===== src/rtl/fetch_stage.sv =====
// fetch_stage: instruction-fetch stage of the 16-bit pipelined CPU.
//
// This stage owns the PC and fetches one 16-bit word at a time from the
// instruction memory over a valid/ready handshake. It loads each returned
// word into the IF/ID pipeline register. It also handles branch redirect
// and flush, hazard stalls, and the freeze caused by an HLT instruction.
//
// Ports:
//   clk, rst        - rising-edge clock, asynchronous active-high reset
//   stall           - hazard hold; PC and IF/ID keep their values
//   branch_taken    - redirect to branch_target (bit 0 forced to 0) and flush IF/ID
//   branch_target   - redirect address
//   imem_req        - fetch request valid (FETCH state only)
//   imem_addr       - fetch address, always the current PC
//   imem_rdy        - memory returns imem_data this cycle
//   imem_data       - fetched instruction word
//   pc_curr         - current PC register
//   if_id_instr     - registered instruction for the decoder
//   if_id_pc_plus2  - registered PC+2 of that instruction
//   if_id_valid     - IF/ID holds a real instruction
//   halted          - fetch frozen by HLT
module fetch_stage #(
    parameter logic [15:0] RESET_PC   = 16'h0000,
    parameter logic [3:0]  HLT_OPCODE = 4'hF
) (
    input  logic        clk,
    input  logic        rst,
    input  logic        stall,
    input  logic        branch_taken,
    input  logic [15:0] branch_target,
    output logic        imem_req,
    output logic [15:0] imem_addr,
    input  logic        imem_rdy,
    input  logic [15:0] imem_data,
    output logic [15:0] pc_curr,
    output logic [15:0] if_id_instr,
    output logic [15:0] if_id_pc_plus2,
    output logic        if_id_valid,
    output logic        halted
);

    typedef enum logic {
        FETCH = 1'b0,
        HALT  = 1'b1
    } state_t;

    state_t      state_q, state_d;
    logic [15:0] pc_q, pc_d;
    logic [15:0] instr_q, instr_d;
    logic [15:0] pcp2_q, pcp2_d;
    logic        valid_q, valid_d;
    logic [15:0] pc_plus2;

    // The add wraps modulo 2^16, so 16'hFFFE + 2 gives 16'h0000.
    assign pc_plus2 = pc_q + 16'd2;

    always_ff @(posedge clk or posedge rst) begin
        if (rst) begin
            state_q <= FETCH;
            pc_q    <= RESET_PC;
            instr_q <= 16'h0000;
            pcp2_q  <= 16'h0000;
            valid_q <= 1'b0;
        end else begin
            state_q <= state_d;
            pc_q    <= pc_d;
            instr_q <= instr_d;
            pcp2_q  <= pcp2_d;
            valid_q <= valid_d;
        end
    end

    always_comb begin
        state_d = state_q;
        pc_d    = pc_q;
        instr_d = instr_q;
        pcp2_d  = pcp2_q;
        valid_d = valid_q;

        if (branch_taken) begin
            // A redirect wins in any state. It drops any word returned
            // this cycle and cancels a wrong-path HLT.
            state_d = FETCH;
            pc_d    = {branch_target[15:1], 1'b0};
            instr_d = 16'h0000;
            valid_d = 1'b0;
        end else if (stall) begin
            // Hold everything. A response that arrives now is dropped,
            // and the same PC is requested again on the next cycle.
        end else if (state_q == FETCH) begin
            if (imem_rdy) begin
                instr_d = imem_data;
                pcp2_d  = pc_plus2;
                valid_d = 1'b1;
                // The HLT word still enters IF/ID so that it drains down
                // the pipe. The PC stays on the HLT address.
                if (imem_data[15:12] == HLT_OPCODE)
                    state_d = HALT;
                else
                    pc_d = pc_plus2;
            end else begin
                valid_d = 1'b0;
            end
        end else begin
            valid_d = 1'b0;
        end
    end

    assign imem_req       = (state_q == FETCH);
    assign imem_addr      = pc_q;
    assign pc_curr        = pc_q;
    assign if_id_instr    = instr_q;
    assign if_id_pc_plus2 = pcp2_q;
    assign if_id_valid    = valid_q;
    assign halted         = (state_q == HALT);

endmodule


===== config.mk =====
export PLATFORM = sky130hd
export DESIGN_NAME = fetch_stage
export DESIGN_NICKNAME = d
export VERILOG_FILES = /design/src/rtl/fetch_stage.sv
export SDC_FILE = /design/constraint.sdc
export NUM_CORES = 1
export LEC_CHECK = 0
export CAP_MARGIN = 25
export CORE_MARGIN = 5
export CORE_UTILIZATION = 43
export CTS_CLUSTER_SIZE = 16
export DETAILED_ROUTE_END_ITERATION = 16
export GPL_TIMING_DRIVEN = 1
export PLACE_DENSITY_LB_ADDON = 0.08
export SLEW_MARGIN = 20
export SYNTH_ARGS = -nofsm -noshare
export SYNTH_HDL_FRONTEND = slang
export SYNTH_SLANG_ARGS = --single-unit

===== constraint.sdc =====
create_clock -name clk -period 2.35 [get_ports clk]
set_input_delay 0.47 -clock clk [delete_from_list [all_inputs] [get_ports clk]]
set_output_delay 0.47 -clock clk [all_outputs]
set_load 0.02 [all_outputs]

* After elaboration in Yosys (flattened, before gate mapping)
Cells that the tools add are included. Widths: inputs -> output; s select.
Cells by class: multiply operators 0, bitwise gates (word level) 3, eq/ne operators 4, add/subtract/negate cells 1, muxes and demuxes 18, shift operators 0, order comparisons 0, div/mod/pow operators 0, reduce and logical (&&, ||, !) cells 4
Operator list (number):
- $mux 16 | 9
- $add 16x2->16 const B | 1
- $mux 1 | 9
- $reduce_and 4->1 | 2
- $eq 4x4->1 const B | 1
- $ne 2x2->1 const B | 2
- $not 1->1 | 3
- $reduce_and 3->1 | 1
- $ne 2x1->1 const B | 1
- $reduce_bool 2->1 | 1
Word-level totals: output and inout bits 67, bits in writable memories 0, word-level logic and storage cells 35, latch bits 0, register bits after elaboration 50, memories 0, memory bits (read-only) 0

* Longest topological paths before layout
Gate-level depths: netlist (run 1).
word-level depth 6, gate-level depth with buffers 6, depth with buffers taken out 5

* Least setup slack after synthesis (run 1)
No wires, ideal clock.
path kind reg2reg, start register pc_q[1], in the netlist imem_addr[1], end register pc_q[11], in the netlist imem_addr[11], cell stages (with the launch flop) 6, arrival 1.746 ns, buffers on the path 0, required time 2.226 ns, setup slack 0.480 ns, period minus slack after synthesis 1.870 ns, path through dfrtp_1 -> ha_1 -> nand3_2 -> nor3_1 -> a21oi_1 -> o31a_1
Between the ends: word-level cells in the longest chain between the ends 6
RTL lines:
- start, declared | RTL line 48 | logic [15:0] pc_q, pc_d;
- start signal, assigned | RTL line 66 | pc_q <= pc_d;
- $add 16x2->16 | RTL line 55 | assign pc_plus2 = pc_q + 16'd2;
- $mux 16 | RTL line 97 | if (imem_data[15:12] == HLT_OPCODE)
- $mux 16 | RTL line 91 | if (imem_rdy) begin
- $mux 16 | RTL line 90 | end else if (state_q == FETCH) begin
- $mux 16 | RTL line 87 | end else if (stall) begin
- $mux 16 | RTL line 80 | if (branch_taken) begin
Every way passes these cells. The select of a mux whose other input is x is not followed. A chain may end at the register's enable or synchronous reset.

* Worst setup path after layout (run 1)
start register pc_q[1], in the netlist imem_addr[1], end output port pc_curr[1]
RTL lines:
- end, declared | RTL line 35 | output logic [15:0] pc_curr,
No word-level cell between the ends.

==> results of run 1 <==
## critical path, stage by stage (launching register included)
cell and delay, ns:
dfrtp_1 0.47, buf_4 0.18, clkdlybuf4s50_1 0.61
## cell families after synthesis
group           after synthesis  synth area share
xor+xnor                     13            0.0448
other cells                   1           0.00147
compound gates               76             0.176
fa+ha+maj                     1           0.00492
simple gates                 95             0.194
flops                        48             0.472
mux                           2           0.00836
buf+inv                      43            0.0984
## worst max-delay path by stage
stage | cells after the start | to | from | slack (ns)
3_5_place_dp | 5 | imem_addr[14]$_DFFE_PP0P_ | imem_rdy | 0.09
5_1_grt | 5 | imem_addr[13]$_DFFE_PP0P_ | imem_addr[2]$_DFFE_PP0P_ | 0.12
3_3_place_gp | 5 | imem_addr[11]$_DFFE_PP0P_ | imem_rdy | 0.13
2_1_floorplan | 5 | imem_addr[11]$_DFFE_PP0P_ | imem_addr[1]$_DFFE_PP0P_ | 0.48
4_1_cts | 2 | pc_curr[1] | imem_addr[1]$_DFFE_PP0P_ | 0.29
6_report | 2 | pc_curr[1] | imem_addr[1]$_DFFE_PP0P_ | 0.33
## cells in the mapped netlist, types with 2 or more instances
master / number / area, sq um
a21oi_1: 29 / 145
a31oi_1: 3 / 18.8
and3_1: 4 / 25.0
buf_2: 5 / 25.0
buf_4: 18 / 135
buf_6: 2 / 22.5
clkbuf_1: 8 / 30.0
dfrtp_1: 48 / 1200
inv_1: 9 / 33.8
nand2_1: 55 / 206
nand2b_1: 5 / 31.3
nand3_1: 3 / 15.0
nand4_1: 2 / 12.5
nor2_1: 6 / 22.5
nor3_1: 4 / 20.0
nor3b_1: 2 / 15.0
nor4_1: 3 / 18.8
nor4_2: 2 / 25.0
o21ai_0: 22 / 110
o21ai_1: 6 / 30.0
o22ai_1: 2 / 12.5
o2bb2ai_1: 3 / 26.3
o31a_1: 4 / 35.0
xnor2_1: 9 / 78.8
xor2_1: 4 / 35.0
## state kept, by name, summed over array words and instances, names as in the netlist
name	flops
if_id_valid	1
halted	1
if_id_instr	16
imem_addr	15
if_id_pc_plus2	15
## cell type report
type | instances | share of cell area
clock buffer | 6 | 0.0230
timing repair buffer | 108 | 0.297
tap | 75 | 0.0262
multi-input combinational | 190 | 0.307
inverter | 9 | 0.00942
sequential | 48 | 0.335
clock inverter | 2 | 0.00279
## power by group through the flow
stage	sequential [uW]	combinational (uW)	clock, uW
after global placement	1070	826	0
after CTS	1060	834	525
final	1050	822	502
after detailed placement	1070	833	0
after global routing	1080	881	560
after floorplan	1180	347	0
## metrics by stage
stage | power (uW) | util | hold WS (ns) | setup slack (ns)
floorplan | 1530 | - | 0.590 | 0.480
global placement | 1890 | 0.597 | 0.460 | 0.133
detailed placement | 1900 | 0.597 | 0.470 | 0.0869
CTS | 2410 | 0.613 | 0.491 | 0.289
global route | 2520 | 0.613 | 0.512 | 0.123
finish | 2380 | 0.613 | 0.483 | 0.326
## layer usage
| layer | global-route usage | vias up | share of wire |
|---|---|---|---|
| met3 | 0.0605 | 2 | 0.089 |
| met5 | 0 | - | 0 |
| met2 | 0.263 | 68 | 0.46 |
| li1 | - | 1098 | - |
| met1 | 0.223 | 1004 | 0.45 |
| met4 | 0.0340 | 0 | 0.0047 |
==> run summary, run 1 <==
fillcell total - 508
most frequent cells in the layout - clkdlybuf4s50_1 (98), nand2_1 (55), dfrtp_1 (48)
fraction of layout cells with a size suffix above 1 - 0.0771
WHS Path Cells - 2
RR Endpoint - imem_addr[13]$_DFFE_PP0P_
status - finished clean
Min-Delay Path Class - flip-flop to flip-flop
Post-synth EDFFs - 0
Final Hold Vio Count - 0
asr flop ratio synth - 1.00
CTS tree - built
Worst-Margin Slew - 0.542 ns
Seq pwr share - 0.443
Synth Flop Type - dfrtp_1
Ports - 104
gr usage total - 0.167
P per Cell Area - 663 mW/mm^2
clock tree buffer depth - 2
Slew headroom - 0.638
peak supply drop - 301 uV
Area Growth Syn to Fin - 41.0%
CTS sink count - 48
Worst Path Required - 1.88 ns
first-pass GRT wire length - 9.98 mm
fin crit period - 2.02 ns
Max-cap violations - 0
Detailed Routing Iterations Pass 1 - 4
Post-CTS Hold Fix Bufs - 0
end of the worst hold path - if_id_pc_plus2[5]$_DFFE_PP0P_
Root Driver - clkbuf_8
DR WL/cell - 14.1 microns
fin. max-slew vios - 0
Int Pwr - 1580 uW
Final setup viols - 0
vias in the first global route - 2,030
Post-Syn Area - 0.00254 sq mm
RSZ-0062 raised after global routing - no
net switching power - 796 uW
CP arrival - 1.55 ns
Netlist cell types - 46
initial antenna violation count - 0
commonest non-fill, non-tap cell in the layout - clkdlybuf4s50_1
area occupied by multi-input gates - 0.00110 sq mm
Max Clock Skew - 0.00747 ns
row count - 28
CP Capture Type - output port
GR Overflow Total - 0
P_leak - 0.00147 uW
worst setup path class - flip-flop to output port
initial core utilization - 0.435
final instance area - 0.00359 sq mm
Die X - 86.9 microns
Final Non-Filler Cells - 438
H-Tree Depth - 2
mean area per synthesized cell - 9.12 sq um
post-route ant nets - 0
switch share - 0.335
setup bufs post-CTS - 0
hold path start - if_id_pc_plus2[5]$_DFFE_PP0P_
DRC errors left - 0
Seq. cell area - 0.00120 sq mm
Placed Cells - 430
r2r setup slk - 0.34 ns
Num CTS Buffers - 5
DR vias/cell - 4.96
core area - 0.00585 sq mm
synth warn - 0
CP Launch Type - flip-flop
Die ar. - 0.00755 sq mm
Final #Nets - 400
maximum number of pins on one net before global-route repair - 40
CTS clk-pin slew, worst paths - 0.09 ns
Vias - 2,172
CP Max Fanout - 7
FF-to-FF path depth - 5
Ant. Diodes - 0
Cell Area, Placed - 0.00349 sq mm
Combinational Power Share - 0.346
Post-Syn Instances - 279
I/O Buffers - 99
Total Neg Setup Slack - 0 ns
worst reg2reg path startpoint - imem_addr[2]$_DFFE_PP0P_
die height - 86.9 microns
register area share after synthesis - 0.472
Clock power frac - 0.211
clock latency on the worst-skew pair - 0.30 ns
post-CTS resize count - 0
routability cong. - 0.809
DP HPWL - 4.56 mm
fmax - 0.494 GHz
fin crit share - 0.861
1st-iter DRT viols - 102
WL final - 6.19 mm
Seq cells post-synth - 48
(Power assumes the default switching activity.)
==> run 2: changes to the inputs <==
--- a/config.mk
+++ b/config.mk
@@ -7,7 +7,8 @@
 export LEC_CHECK = 0
 export CAP_MARGIN = 25
 export CORE_MARGIN = 5
-export CORE_UTILIZATION = 43
+export CORE_UTILIZATION = 45
+export CTS_BUF_LIST = sky130_fd_sc_hd__clkbuf_8
 export CTS_CLUSTER_SIZE = 16
 export DETAILED_ROUTE_END_ITERATION = 16
 export GPL_TIMING_DRIVEN = 1
==> run 2 against run 1 <==
  * Clock skew up 0.0027 ns
  * Final area down 0.17%
  * Routed wire length up 0.97%
==> run summary, run 2 (same netlist as run 1, synthesis figures left out) <==
status - finished clean
CTS tree - built
DRC errors left - 0
Die ar. - 0.00726 sq mm
clock latency on the worst-skew pair - 0.30 ns
routability cong. - 0.811
Root Driver - clkbuf_8
P per Cell Area - 662 mW/mm^2
fin. max-slew vios - 0
clock tree buffer depth - 2
setup bufs post-CTS - 0
die height - 85.2 microns
row count - 27
setup slack after layout - 0.345 ns
final instance area - 0.00358 sq mm
Final #Nets - 400
gr usage total - 0.178
Max Clock Skew - 0.0101 ns
P_leak - 0.00147 uW
CP arrival - 1.53 ns
initial core utilization - 0.462
fin crit share - 0.853
Largest stage delay, worst path - 0.68 ns
GR Overflow Total - 0
CP Capture Type - output port
r2r setup slk - 0.38 ns
core area - 0.00551 sq mm
switch share - 0.336
Total Neg Setup Slack - 0 ns
I/O Buffers - 99
Design Power - 2370 uW
WL final - 6.25 mm
CP Buf/Inv Count - 1
end of the worst hold path - if_id_instr[10]$_DFFE_PP0P_
DR WL/cell - 14.4 microns
DR vias/cell - 5.15
H-Tree Depth - 2
critical path's top delay family - buffers and inverters
1st-iter DRT viols - 76
CTS sink count - 48
Int Pwr - 1580 uW
Vias - 2,242
worst reg2reg path startpoint - imem_addr[1]$_DFFE_PP0P_
post-CTS resize count - 0
CTS clk-pin slew, worst paths - 0.09 ns
Max-cap violations - 0
worst setup path class - flip-flop to output port
fmax - 0.499 GHz
Placed Cells - 427
peak supply drop - 440 uV
Num CTS Buffers - 5
Seq pwr share - 0.446
CP Max Fanout - 11
Area Growth Syn to Fin - 40.8%
critical path cell sequence - clkdlybuf4s50_1
DP HPWL - 4.67 mm
RR Endpoint - imem_addr[13]$_DFFE_PP0P_
fin crit period - 2.00 ns
vias in the first global route - 2,183
Final setup viols - 0
post-route ant nets - 0
first-pass GRT wire length - 10.5 mm
Ports - 104
pre-CTS setup slack - 0.0608 ns
commonest non-fill, non-tap cell in the layout - clkdlybuf4s50_1
Min-Delay Path Class - input port to flip-flop
fraction of layout cells with a size suffix above 1 - 0.0716
WHS Path Cells - 2
FF-to-FF path depth - 5
Final Hold Vio Count - 0
net switching power - 796 uW
maximum number of pins on one net before global-route repair - 39
Clock power frac - 0.210
hold path start - branch_taken
Post-CTS Hold Fix Bufs - 0
RSZ-0062 raised after global routing - no
Cell Area, Placed - 0.00349 sq mm
Worst Path Required - 1.88 ns
Die X - 85.2 microns
most frequent cells in the layout - clkdlybuf4s50_1 (98), nand2_1 (55), dfrtp_1 (48)
Detailed Routing Iterations Pass 1 - 4
initial antenna violation count - 0
CP Launch Type - flip-flop
Final Non-Filler Cells - 435
slowest CP cell - clkdlybuf4s50_1
Ant. Diodes - 0
Combinational Power Share - 0.345
Largest register FFs - 16
-- run 2: cell types whose count changed in the layout (fill, tap and decap cells not counted) --
cell / previous run / this run
clkinv_2: 2 / 0
inv_1: 8 / 10
-- run 2: stage by stage --
step | utilization | hold slack, ns
after floorplan | - | 0.590
after global placement | 0.634 | 0.461
after detailed placement | 0.634 | 0.471
after CTS | 0.650 | 0.433
after global routing | 0.650 | 0.437
final | 0.650 | 0.435
-- run 2: worst max path at each step --
stage	from	endpoint	slack (ns)	cells past startpoint
6_report	imem_addr[3]$_DFFE_PP0P_	imem_addr[3]	0.35	1
5_1_grt	imem_addr[1]$_DFFE_PP0P_	imem_addr[11]$_DFFE_PP0P_	0.25	5
4_1_cts	imem_addr[3]$_DFFE_PP0P_	imem_addr[3]	0.33	1
3_5_place_dp	stall	imem_addr[12]$_DFFE_PP0P_	0.06	5
3_3_place_gp	stall	imem_addr[11]$_DFFE_PP0P_	0.11	5
2_1_floorplan	imem_addr[1]$_DFFE_PP0P_	imem_addr[11]$_DFFE_PP0P_	0.48	5
-- run 2: routing by layer --
layer | vias up | wire length (microns) | share of wire | global-route usage
met3 | 5 | 695 | 0.11 | 0.0806
met2 | 83 | 2940 | 0.47 | 0.296
met4 | 0 | 51 | 0.0082 | 0.0446
met5 | - | 0 | 0 | 0
met1 | 1047 | 2560 | 0.41 | 0.211
li1 | 1107 | - | - | -
-- run 2: layout make-up --
| cell class | count | area, sq um |
|---|---|---|
| Fill cell | 477 | 1930 |
| Sequential cell | 48 | 1200 |
| Multi-Input combinational cell | 190 | 1100 |
| Timing Repair Buffer | 108 | 1070 |
| Tap cell | 72 | 90.1 |
| Clock buffer | 6 | 82.6 |
| Inverter | 9 | 33.8 |
| Clock inverter | 2 | 7.51 |
-- run 2: power by group through the flow --
stage,combinational [uW],sequential [uW],clock [uW]
2_1_floorplan,347,1180,0
3_3_place_gp,818,1070,0
3_5_place_dp,829,1080,0
4_1_cts,831,1060,513
5_1_grt,879,1080,549
6_report,818,1060,497
==> RTL change 1 (flow settings as in run 1) <==
Make the reset (`rst`) synchronous in one clocked block. Comments in the files are not updated.
--- a/src/rtl/fetch_stage.sv
+++ b/src/rtl/fetch_stage.sv
@@ -54,7 +54,7 @@
     // The add wraps modulo 2^16, so 16'hFFFE + 2 gives 16'h0000.
     assign pc_plus2 = pc_q + 16'd2;
 
-    always_ff @(posedge clk or posedge rst) begin
+    always_ff @(posedge clk) begin
         if (rst) begin
             state_q <= FETCH;
             pc_q    <= RESET_PC;
Behaviour: differs if rst is asserted again (counterexample within 4 cycles, from zero or initial values and one cycle with rst high); with rst held inactive, the same outputs for 10 cycles.
==> RTL change 1 against run 1 <==
Routed wire length shrank 4.2%; worst hold slack lost 0.028 ns; setup slack gained 0.056 ns; maximum frequency grew 2.8%; sequential cell count is the same; core utilization grew 3.8 points; synthesized area shrank 11%; sequential share of layout area shrank 4.6 points; design area shrank 7.3%; non-clock buffer count grew 2; count of clock-buffer cells in the layout grew 2; critical endpoint is now imem_addr[12]$_SDFFE_PP0P_.
Power is not compared: it rests on default switching activity, and its combinational part moved more than twofold at a synthesized area within 25%.
==> RTL change 1: results (changes against run 1) <==
| Metric | Value |
|---|---|
| Grt met1 use | 20.87% (-1.4 points) |
| WL/cell | 13.93 um (-1.5%) |
| H-tree levels | 2 (unchanged) |
| NonClk Buf Share | 32.28% (+2.6 points) |
| Share of post-route cells with drive strength above 1 | 7.865% (+0.15 points) |
| Met1 WL | 2.513 mm (-9.1%) |
| Sequential area share after synthesis | 42.57% (-4.6 points) |
| Largest net degree at the start of global routing | 29 (-28%) |
| Seq area share | 28.89% (-4.6 points) |
| Max FO, Critical Path | 9 (+2) |
| Metal3 WL | 624 um (+14%) |
| Net count, final | 393 (-1.8%) |
| Initial drt markers | 99 (-2.9%) |
| Detailed route wirelength on metal2 | 2.740 mm (-3.7%) |
| Reg2reg start | imem_addr[2]$_SDFFE_PP0P_ |
| First-pass GRT wire length | 9.266 mm (-7.1%) |
| Register-to-Register Setup Slack | 0.47 ns (+0.13 ns) |
| Worst Hold Launch | if_id_instr[6]$_SDFFE_PP0P_ |
| Port Buffers | 99 (unchanged) |
| Top cells by area, synth | dfxtp_1, nand2_1, buf_4, a21oi_1, a211oi_1 |
| Vias | 2123 (-2.3%) |
| Fill cell count | 463 (-8.9%) |
| CLK BUF | 8 (+2) |
| Synth Flop Type | dfxtp_1 |
| Vias in the first global route | 1960 (-3.4%) |
| Non-Clock Inverter Count | 2 (-7) |
| Met2 Use GR | 28.53% (+2.2 points) |
| Nonclk buf count | 110 (+1.9%) |
| Synth Area in Compound Gates | 17.13% (-0.43 points) |
| FF-to-FF End | imem_addr[11]$_SDFFE_PP0P_ |
| Critical path's largest stage delay | 0.42 ns (-0.19 ns) |
| Status | finished clean |
| Multi-input gate count | 188 (-1.1%) |
| All-Layer GR Usage | 17.90% (+1.2 points) |
| Mux share of post-synthesis cell area | 0.8869% (+0.051 points) |
| Placed Cells incl. Taps | 418 (-2.8%) |
| Xor/xnor cell area share of the yosys netlist | 6.984% (+2.5 points) |
| Distinct cells, synth | 38 (-17%) |
| Final std cells w/o fill | 426 (-2.7%) |
| Async set-reset flop share out of synthesis | 0% (-100 points) |
| Crit path max-delay family | simple AND/OR/NAND/NOR gates |
| GP Congestion | 0.7512 (-7.1%) |
| HPWL after DPL | 4.487 mm (-1.6%) |
| Met3 usage | 7.918% (+1.9 points) |
| Cells on worst reg2reg path | 6 (+1) |
| Hold Path End | if_id_instr[6]$_SDFFE_PP0P_ |
| Synth Area in Adders | 0.5543% (+0.062 points) |
| Most instantiated cells after synthesis | nand2_1, dfxtp_1, a21oi_1 |
| Setup Skew | 0.006791 ns (-0.0006805 ns) |
| CP arrival | 2.16 ns (+0.61 ns) |
RTL change 1: cell count changes after synthesis, moves of 6 or more:
cell / run 1 / this run
dfxtp_1: 0 / 48
o21ai_1: 6 / 0
a211oi_1: 0 / 14
nor2_1: 6 / 17
dfrtp_1: 48 / 0
o21ai_0: 22 / 4
inv_1: 9 / 2
nand3_1: 3 / 9
RTL change 1: tightest hold or removal path, cell delays in order (launching register included):
cell     delay, ns
dfxtp_1       0.31
nand2_1       0.05
a21oi_1       0.05
RTL change 1: where the power goes:
part | leakage (uW) | internal [uW] | switching (uW)
clock network | 0.0000455 | 240 | 260
registers | 0.000392 | 848 | 37.1
logic | 0.000714 | 191 | 179
total | 0.00115 | 1280 | 476
RTL change 1: worst max path at each step:
stage,start,to,slack (ns),cells past startpoint
3_3_place_gp,stall,imem_addr[14]$_SDFFE_PP0P_,0.13,7
3_5_place_dp,stall,imem_addr[12]$_SDFFE_PP0P_,0.07,7
6_report,stall,imem_addr[12]$_SDFFE_PP0P_,0.38,7
5_1_grt,stall,imem_addr[13]$_SDFFE_PP0P_,0.20,7
4_1_cts,imem_addr[13]$_SDFFE_PP0P_,pc_curr[13],0.38,1
2_1_floorplan,imem_addr[1]$_SDFFE_PP0P_,imem_addr[15]$_SDFFE_PP0P_,0.50,6
RTL change 1: per-stage QoR:
stage | setup slack (ns) | hold WS, ns | total power [uW] | instance area, um2
3_3_place_gp | 0.1268 | 0.4406 | 1273 | 3236
3_5_place_dp | 0.06508 | 0.4467 | 1277 | 3236
5_1_grt | 0.2016 | 0.4732 | 1847 | 3326
4_1_cts | 0.3776 | 0.4594 | 1783 | 3326
2_1_floorplan | 0.5037 | 0.5326 | 1100 | 2265
6_report | 0.3816 | 0.4547 | 1754 | 3326
==> RTL change 2 (flow settings as in run 1) <==
Made on the original files. `instr_q` no longer has a reset.
--- a/src/rtl/fetch_stage.sv
+++ b/src/rtl/fetch_stage.sv
@@ -58,16 +58,18 @@
         if (rst) begin
             state_q <= FETCH;
             pc_q    <= RESET_PC;
-            instr_q <= 16'h0000;
             pcp2_q  <= 16'h0000;
             valid_q <= 1'b0;
         end else begin
             state_q <= state_d;
             pc_q    <= pc_d;
-            instr_q <= instr_d;
             pcp2_q  <= pcp2_d;
             valid_q <= valid_d;
         end
+    end
+
+    always_ff @(posedge clk) begin
+        instr_q <= instr_d;
     end
 
     always_comb begin
Function: changed (Yosys sat finds a counterexample within 4 cycles, from zero or initial values and one cycle with rst high).
==> RTL change 2 against run 1 <==
Largest cell class is now buffers; global-route usage grew 0.39 points; design area fell by 1.2%; worst hold slack lost 0.026 ns; synthesized cell count down 2.5%; highest routed layer unchanged; sequential cell count is the same; power down 5.2%; maximum frequency decreased by 2.9%; die area shrank 4.9%; core utilization is 3.4 points higher; combinational power is 13% lower; setup slack worse by 0.061 ns; synthesized area is 5.5% lower; count of clock-buffer cells in the layout grew 2; routed wire length down 0.32%.
==> RTL change 2: results (changes against run 1) <==
| Metric | Value |
|---|---|
| Status | finished clean |
| Leak | 0.001370 uW (-6.7%) |
| Synth Area in Compound Gates | 11.76% (-5.8 points) |
| Clk cell area share | 2.825% (+0.24 points) |
| Vias in the first global route | 2064 (+1.7%) |
| Synth Area per Inst | 8.837 um2 (-3.1%) |
| Synth Area in Adders | 0.5206% (+0.029 points) |
| Top cells by area, synth | dfrtp_1, dfxtp_1, nand2_1, a21oi_1, buf_4 |
| Metal3 WL | 548 um (-0.18%) |
| Slowest-stage cell, CP | or4_4 |
| Post-Syn Instances | 272 (-2.5%) |
| DP Worst Slack | 0.02265 ns (-0.06427 ns) |
| CLK BUF | 8 (+2) |
| Setup ws final | 0.2652 ns (-0.06070 ns) |
| Detailed route wirelength on metal2 | 2.921 mm (+2.7%) |
| Routed WL | 6.170 mm (-0.32%) |
| Area growth from synthesis to layout | 47.42% |
| IR Drop Worst-Case VDD | 0.3317 mV (+10%) |
| Clock network power | 532 uW (+6.0%) |
| Routed vias/inst | 4.897 (-1.3%) |
| NonClk Buf Share | 32.06% (+2.3 points) |
| Share of post-route cells with drive strength above 1 | 9.341% (+1.6 points) |
| Register-to-Register Setup Slack | 0.27 ns (-0.07 ns) |
| First-pass GRT wire length | 9.963 mm (-0.14%) |
| Nonclk buf count | 115 (+6.5%) |
| Mux share of post-synthesis cell area | 1.301% (+0.47 points) |
| Distinct cells, synth | 43 (-6.5%) |
| Grt met1 use | 21.39% (-0.90 points) |
| Worst Hold Launch | if_id_instr[9]$_SDFFE_PP0P_ |
| Multi-input gate share of total cell area | 30.19% (-0.47 points) |
| Placed Cells incl. Taps | 428 (-0.47%) |
| Setup Skew | 0.005356 ns (-0.002116 ns) |
| Largest net degree at the start of global routing | 35 (-13%) |
| Most instantiated cells after synthesis | nand2_1, a21oi_1, dfrtp_1 |
| Setup crit end | imem_addr[13]$_DFFE_PP0P_ |
| P_int | 1547 uW (-2.2%) |
| Sequential area share after synthesis | 46.64% (-0.58 points) |
| Initial drt markers | 91 (-11%) |
| Max FO, Critical Path | 6 (-1) |
| Met1 WL | 2.643 mm (-4.4%) |
| Net count, final | 401 (+0.25%) |
| Crit path max-delay family | simple AND/OR/NAND/NOR gates |
| All-Layer GR Usage | 17.11% (+0.39 points) |
| HPWL after DPL | 4.607 mm (+1.1%) |
| Met2 Use GR | 28.33% (+2.0 points) |
| Worst setup path start | imem_addr[2]$_DFFE_PP0P_ |
| DP Area | 3443 um2 (-1.5%) |
| Comb pwr share | 31.7% (-2.9 points) |
| Switching pwr | 707.6 uW (-11%) |
-- RTL change 2: cell count changes in the layout (fill, tap and decap cells not counted), moves of 4 or more --
cell,change
buf_4,+6
dfrtp_1,-16
dfxtp_1,+16
nand2_1,-9
nand3_1,+6
nor2_1,+14
o21ai_0,-13
o21ai_1,-5
xnor2_1,+4
-- RTL change 2: worst min-delay path by stage --
stage	slack, ns	cells past startpoint	end
floorplan	0.53	2	if_id_instr[15]$_SDFFE_PP0P_
global placement	0.44	2	if_id_instr[1]$_SDFFE_PP0P_
detailed placement	0.45	2	if_id_instr[1]$_SDFFE_PP0P_
CTS	0.46	2	if_id_instr[1]$_SDFFE_PP0P_
global route	0.48	2	if_id_instr[4]$_SDFFE_PP0P_
finish	0.46	2	if_id_instr[9]$_SDFFE_PP0P_
-- RTL change 2: kinds of logic after synthesis --
family | after synthesis
AOI/OAI and AO/OA | 52
xor gates and xnor gates | 20
adders and majority gates | 1
buffers and inverters | 40
DFF | 48
muxes | 3
other | 1
and+or+nand+nor | 107
